## config.mk

```make
export PLATFORM = sky130hd
export DESIGN_NAME = result_bcd_decoder
export DESIGN_NICKNAME = d
export VERILOG_FILES = /design/src/rtl/result_bcd_decoder_pkg.sv /design/src/rtl/result_bcd_decoder_bcd_digit_adj.sv /design/src/rtl/result_bcd_decoder.sv
export SDC_FILE = /design/constraint.sdc
export NUM_CORES = 1
export LEC_CHECK = 0
export ABC_AREA = 1
export CORE_AREA = 4 4 81 158
export CTS_CLUSTER_DIAMETER = 50
export CTS_CLUSTER_SIZE = 20
export DETAILED_ROUTE_END_ITERATION = 8
export DIE_AREA = 0 0 85 162
export PLACE_DENSITY = 0.92
export SETUP_SLACK_MARGIN = 0.1
export SLEW_MARGIN = 0
export SYNTH_ARGS = -nofsm -noshare
export SYNTH_HDL_FRONTEND = slang
export SYNTH_SLANG_ARGS = --single-unit
```

## constraint.sdc

```tcl
create_clock -name CLK -period 6.5 [get_ports CLK]
set_input_delay 1.625 -clock CLK [delete_from_list [all_inputs] [get_ports CLK]]
set_output_delay 1.625 -clock CLK [all_outputs]
set_load 0.005 [all_outputs]
```

## src/rtl/result_bcd_decoder_pkg.sv

```systemverilog
// Shared definitions for the result-side binary-to-BCD converter.
package result_bcd_decoder_pkg;

    localparam int unsigned WIDTH_DEF  = 32;
    localparam int unsigned DIGITS_DEF = 10;

    // Converter sequencing states
    typedef enum logic [1:0] {
        ST_IDLE  = 2'd0,
        ST_SHIFT = 2'd1,
        ST_DONE  = 2'd2
    } state_e;

    // Counter must hold WIDTH+1 (shift count loaded at START)
    function automatic int unsigned cnt_width(input int unsigned width);
        return $clog2(width + 2);
    endfunction

    // True when DIGITS decimal digits cover every (WIDTH+1)-bit magnitude: 10**D > 2**(W+1)
    function automatic bit digits_ok(input int unsigned width, input int unsigned digits);
        longint unsigned lim;
        longint unsigned p10;
        lim = 64'd1 << (width + 1);
        p10 = 64'd1;
        for (int unsigned i = 0; i < digits; i++) begin
            if (p10 <= lim) p10 = p10 * 64'd10;
        end
        return p10 > lim;
    endfunction

endpackage

```

## src/rtl/result_bcd_decoder_bcd_digit_adj.sv

```systemverilog
// Double-dabble correction cell: add 3 to any BCD digit of 5 or more before a shift.
module result_bcd_decoder_bcd_digit_adj (
    input  logic [3:0] din,
    output logic [3:0] dout_c
);

    assign dout_c = (din >= 4'd5) ? din + 4'd3 : din;

endmodule

```

## src/rtl/result_bcd_decoder.sv

```systemverilog
// Sign/magnitude recovery of an adder result followed by iterative double-dabble to BCD.
module result_bcd_decoder
    import result_bcd_decoder_pkg::*;
#(
    parameter int unsigned WIDTH  = WIDTH_DEF,
    parameter int unsigned DIGITS = DIGITS_DEF
) (
    input  logic                  CLK,
    input  logic                  SCLR,
    input  logic                  CE,
    input  logic                  START,
    input  logic                  ADD,
    input  logic                  C_IN,
    input  logic [WIDTH-1:0]      S_IN,
    output logic                  BUSY,
    output logic                  DONE,
    output logic                  NEG,
    output logic [4*DIGITS-1:0]   BCD
);

    localparam int unsigned MAG_W = WIDTH + 1;
    localparam int unsigned BCD_W = 4 * DIGITS;
    localparam int unsigned CNT_W = cnt_width(WIDTH);

    if (!digits_ok(WIDTH, DIGITS)) begin : g_bad_digits
        $error("result_bcd_decoder: DIGITS too small for WIDTH+1 bit magnitude");
    end

    state_e             state_q,  state_d;
    logic [CNT_W-1:0]   cnt_q,    cnt_d;
    logic [MAG_W-1:0]   mag_q,    mag_d;
    logic [BCD_W-1:0]   scr_q,    scr_d;
    logic [BCD_W-1:0]   bcd_q,    bcd_d;
    logic               neg_q,    neg_d;
    logic               neg_nx_q, neg_nx_d;
    logic               busy_q,   busy_d;
    logic               done_q,   done_d;

    logic [MAG_W-1:0]   r_c;
    logic               is_neg_c;
    logic [BCD_W-1:0]   adj_c;
    logic [BCD_W-1:0]   scr_shift_c;

    // Digit corrections applied to the scratch before each shift
    for (genvar g = 0; g < DIGITS; g++) begin : g_adj
        result_bcd_decoder_bcd_digit_adj u_adj (
            .din    (scr_q[4*g +: 4]),
            .dout_c (adj_c[4*g +: 4])
        );
    end

    // Source result and its sign; a borrow on a difference means negative
    assign r_c         = {C_IN, S_IN};
    assign is_neg_c    = !ADD && C_IN;
    assign scr_shift_c = {adj_c[BCD_W-2:0], mag_q[MAG_W-1]};

    // Next-state and datapath: load on accepted START, shift while counting down
    always_comb begin
        state_d  = state_q;
        cnt_d    = cnt_q;
        mag_d    = mag_q;
        scr_d    = scr_q;
        bcd_d    = bcd_q;
        neg_d    = neg_q;
        neg_nx_d = neg_nx_q;
        busy_d   = busy_q;
        done_d   = done_q;
        if (CE) begin
            case (state_q)
                ST_IDLE, ST_DONE: begin
                    if (START) begin
                        state_d  = ST_SHIFT;
                        mag_d    = is_neg_c ? MAG_W'(~r_c + MAG_W'(1)) : r_c;
                        neg_nx_d = is_neg_c;
                        scr_d    = '0;
                        cnt_d    = CNT_W'(MAG_W);
                        busy_d   = 1'b1;
                        done_d   = 1'b0;
                    end
                end
                ST_SHIFT: begin
                    scr_d = scr_shift_c;
                    mag_d = {mag_q[MAG_W-2:0], 1'b0};
                    cnt_d = cnt_q - CNT_W'(1);
                    if (cnt_q == CNT_W'(1)) begin
                        state_d = ST_DONE;
                        bcd_d   = scr_shift_c;
                        neg_d   = neg_nx_q;
                        busy_d  = 1'b0;
                        done_d  = 1'b1;
                    end
                end
                default: begin
                    state_d = ST_IDLE;
                    busy_d  = 1'b0;
                    done_d  = 1'b0;
                end
            endcase
        end
    end

    // State and output registers, asynchronously cleared
    always_ff @(posedge CLK or posedge SCLR) begin
        if (SCLR) begin
            state_q  <= ST_IDLE;
            cnt_q    <= '0;
            mag_q    <= '0;
            scr_q    <= '0;
            bcd_q    <= '0;
            neg_q    <= 1'b0;
            neg_nx_q <= 1'b0;
            busy_q   <= 1'b0;
            done_q   <= 1'b0;
        end else begin
            state_q  <= state_d;
            cnt_q    <= cnt_d;
            mag_q    <= mag_d;
            scr_q    <= scr_d;
            bcd_q    <= bcd_d;
            neg_q    <= neg_d;
            neg_nx_q <= neg_nx_d;
            busy_q   <= busy_d;
            done_q   <= done_d;
        end
    end

    assign BUSY = busy_q;
    assign DONE = done_q;
    assign NEG  = neg_q;
    assign BCD  = bcd_q;

endmodule

```

==> impl.org <==
** Outcome
- Outcome :: finished clean

** Power and ir drop
- Share of total power in the clock network :: 0.257
- Power spread over the standard cell area amounts to 438 nW/µm².
- The analysis attributes to cell leakage a power of approximately 3.9 nW.
- Logic gate share of total power :: 0.379
- Switching portion of total power :: 0.372
- The internal power of the cells totals 0.00228 W.
- Of the total power, registers draw 0.364.
- Summed over all nets, the switching power comes to ~0.0013 W.
- Worst IR drop on VDD :: a little over 0.0003 V

** Route
- Number of nets still failing antenna checks after routing :: 0
- Total via count in the routed design :: between 6,000 and 7,000
- Summed over all layers, the routed wires come to around 17 mm.
- Initial DRC count :: approximately 350
- Dividing the detail-routed via count by the number of cells gives between 5 and 6.
- The first detailed-routing pass ran for 7 iterations.
- Routed wire per std cell :: about 15 µm
- For this run, design rule violations remaining after detail routing come to 0.

** Floorplan
- Floorplan die area :: 13,800 µm²
- Vertical die dimension :: ~160 µm
- The floorplan has 56 rows.
- The initial utilization of the core area, before any placement, comes to 0.582.
- Floorplan Core Area :: ~12,000 µm²
- For this design the top-level I/O count stands at 81.
- Die X-Extent :: around 85 µm

** Clock tree
- The clock passes through at most 2 buffers.
- The clock net in this run drives a total of between 100 and 150 sinks.
- Root Buffer :: sky130_fd_sc_hd__clkbuf_16
- Counting the buffers created by CTS gives 17.
- Hold-fix buffers, CTS :: 0
- Clock-pin slew reported for the worst setup and hold paths after clock tree synthesis :: around 60 ps
- H-tree depth reported by CTS :: 4
- After clock tree synthesis, the setup repair step added 0 buffers.
- Clock latency reported for the late side of the worst-skew pair :: 420 ps
- TritonCTS clock tree :: built
- Post-CTS repair changed the size of 0 cells.

** Logic synthesis
- EDFF count, synth :: 0
- Synth Register Bits :: between 100 and 150
- The cell area that synthesis handed to floorplanning was 6810 µm².
- Mapped Nets :: roughly 1,000
- Fraction of synthesized cell area taken by the top area cell type :: 0.456
- Post-synth top cells :: 260 x sky130_fd_sc_hd__nand2_1, 124 x sky130_fd_sc_hd__dfrtp_1, 102 x sky130_fd_sc_hd__inv_1, 99 x sky130_fd_sc_hd__nor2_1, 64 x sky130_fd_sc_hd__o21ai_0
- Yosys printed 0 warnings.
- In the post-synthesis netlist, the cell with the most instances is sky130_fd_sc_hd__nand2_1.
- Cell type with the highest aggregate area in the netlist :: sky130_fd_sc_hd__dfrtp_1
- Register area share after synthesis :: 0.456
- Counting distinct cell types in the post-synthesis netlist gives 29.
- Number of instances in the synthesized netlist :: a little over 900
- A synthesized cell averages 7.48 µm².
- Primary flip-flop cell chosen by synthesis mapping :: sky130_fd_sc_hd__dfrtp_1
- For this run, asynchronously set or reset flops after synthesis account for 1.00.
- Cell types occupying the most area after synthesis :: sky130_fd_sc_hd__dfrtp_1 46%, sky130_fd_sc_hd__nand2_1 14%, sky130_fd_sc_hd__inv_1 5.6%, sky130_fd_sc_hd__nor2_1 5.5%, sky130_fd_sc_hd__o21ai_0 4.7%

** Timing
- Headroom to the max-slew limit came out at 0.227.
- Max-slew violation count :: 0
- The worst path in the final design needs a cycle of about 3800 ps, including I/O delays and setup.
- After routing, the total negative slack on setup checks comes to 0 ps.
- Fmax :: about 0.26 GHz
- Final number of hold-violating endpoints :: 0
- Setup repair after global routing missed its margin :: no
- Of the available clock period, the critical path in the final layout requires 0.592.
- Fin Clk Skew :: around 8 ps
- Final setup violation count :: 0
- Across all hold checks on the routed design, the worst slack comes to approximately 480 ps.
- At the pin with the least slew margin, the transition time is about 1200 ps.

** Worst setup path
- At the worst endpoint, the required time is 6730 ps.
- Sort of element at the start of the critical path :: input port
- Worst path most repeated cell :: sky130_fd_sc_hd__inv_2
- STA classifies the critical path endpoint as a register.
- Along the worst path, the maximum fanout reaches 77.
- Crit path max-delay cell type :: sky130_fd_sc_hd__inv_2
- Critical-path cell list :: clkdlybuf4s50_1 > inv_1 > nor2_8 > inv_2 > nor2_2 > inv_2 > o21ai_0
- Data on the critical path arrives at its endpoint at around 4100 ps.
- The critical path is of the in2reg type.
- Slowest stage delay, CP :: around 860 ps

** Global routing
- First-pass GRT wire length :: 28.3 mm
- Global-route usage over all layers :: 0.255
- Number of antenna violations at the first check in global routing :: 0
- Overflow left after global routing :: 0
- Pin count of the biggest net entering global routing :: between 80 and 90
- The number of global-route vias before repair came to between 6,000 and 7,000.

** Cells and area
- The filler cells instantiated in the layout total between 800 and 900.
- Synth-to-Final Area Change :: 21.5%
- Final #Nets :: between 1,000 and 1,500
- In the final layout, the share of cells above drive strength 1 is 0.0513.
- Final core occ :: 0.707
- Final antenna diode count :: 0

** Job
- Maximum capacitance violations :: 0

** Placed design
- Final HPWL DP :: about 12 mm
- Final estimated routing congestion in global placement :: 0.962
- Number of buffers added on ports :: 80

** Hold path
- The worst hold path belongs to the class reg2reg.
-- cell type report --
class / count / area [µm²] / area share
Sequential cell: 124 / 3100 / 0.375
Inverter: 106 / 400 / 0.0484
Timing Repair Buffer: 84 / 831 / 0.100
Clock buffer: 18 / 439 / 0.0531
Tap cell: 145 / 181 / 0.0219
Multi-Input combinational cell: 649 / 3180 / 0.384
Clock inverter: 14 / 145 / 0.0175
-- worst paths after layout --
path                                         from                    end  slack (ps)  depth (start not counted)
min reg2reg                 mag_q[29]$_DFFE_PP0P_  mag_q[29]$_DFFE_PP0P_         480                          2
min                         mag_q[29]$_DFFE_PP0P_  mag_q[29]$_DFFE_PP0P_         480                          2
min in group asynchronous                    SCLR    BCD[38]$_DFFE_PP0P_        1780                          2
max reg2reg                state_q[1]$_DFFE_PP0P_    BCD[20]$_DFFE_PP0P_        3130                          7
max                                            CE    BCD[20]$_DFFE_PP0P_        2650                          7
max in group asynchronous                    SCLR  mag_q[16]$_DFFE_PP0P_        3630                          3
-- worst max-delay path: cells and delay by family --
family	cells	cell delay, ps
simple gates	2	200
buf+inv	4	1960
compound gates	1	270
-- cell usage in the layout, fill, tap and decap left out, drive strengths merged, types with 18 or more instances in the layout --
cell	synthesis	final
a21oi	42	42
clkbuf	19	18
clkdlybuf4s50	0	80
dfrtp	124	124
ha	23	23
inv	106	108
nand2	260	260
nand3	49	49
nor2	102	102
o21ai	91	91
o22ai	31	31
xor2	18	18
-- through the flow --
step	cells	setup slack (ps)	instance area, µm²	total power [W]
after floorplan	910	1580	6810	0.00213
after global placement	1108	2360	7690	0.00259
after detailed placement	1108	2260	7690	0.00266
after CTS	1140	2660	8280	0.00362
after global routing	1140	2390	8280	0.00388
final	1140	2650	8280	0.00362
-- power groups by stage --
stage	registers [W]	logic, W	clock network, W
finish	0.00132	0.00137	0.000931
global route	0.00136	0.00155	0.000974
CTS	0.00131	0.00137	0.000935
detailed placement	0.00132	0.00134	0
global placement	0.00131	0.00128	0
floorplan	0.00128	0.000852	0
-- registers in the layout, summed over array words and instances (netlist names) --
name / flops
neg_nx_q: 1
BUSY: 1
scr_q: 40
NEG: 1
state_q: 2
cnt_q: 6
mag_q: 33
BCD: 40
-- cell families after synthesis --
kind of cell / after synthesis / synth area share
adder cells (fa/ha/maj): 23 / 0.0423
AND/OR/NAND/NOR: 428 / 0.254
flip-flops: 124 / 0.456
AO/OA/AOI/OAI: 180 / 0.146
XOR/XNOR: 18 / 0.0231
buffers and inverters: 137 / 0.0796
-- routing by layer --
layer / share of wire / track usage / vias to the layer above
li1: - / - / 3090
met5: 0 / 0 / -
met1: 0.37 / 0.269 / 3016
met3: 0.045 / 0.0487 / 73
met4: 0.054 / 0.151 / 0
met2: 0.53 / 0.459 / 206
Note: power is estimated with default switching activity, not from simulation.
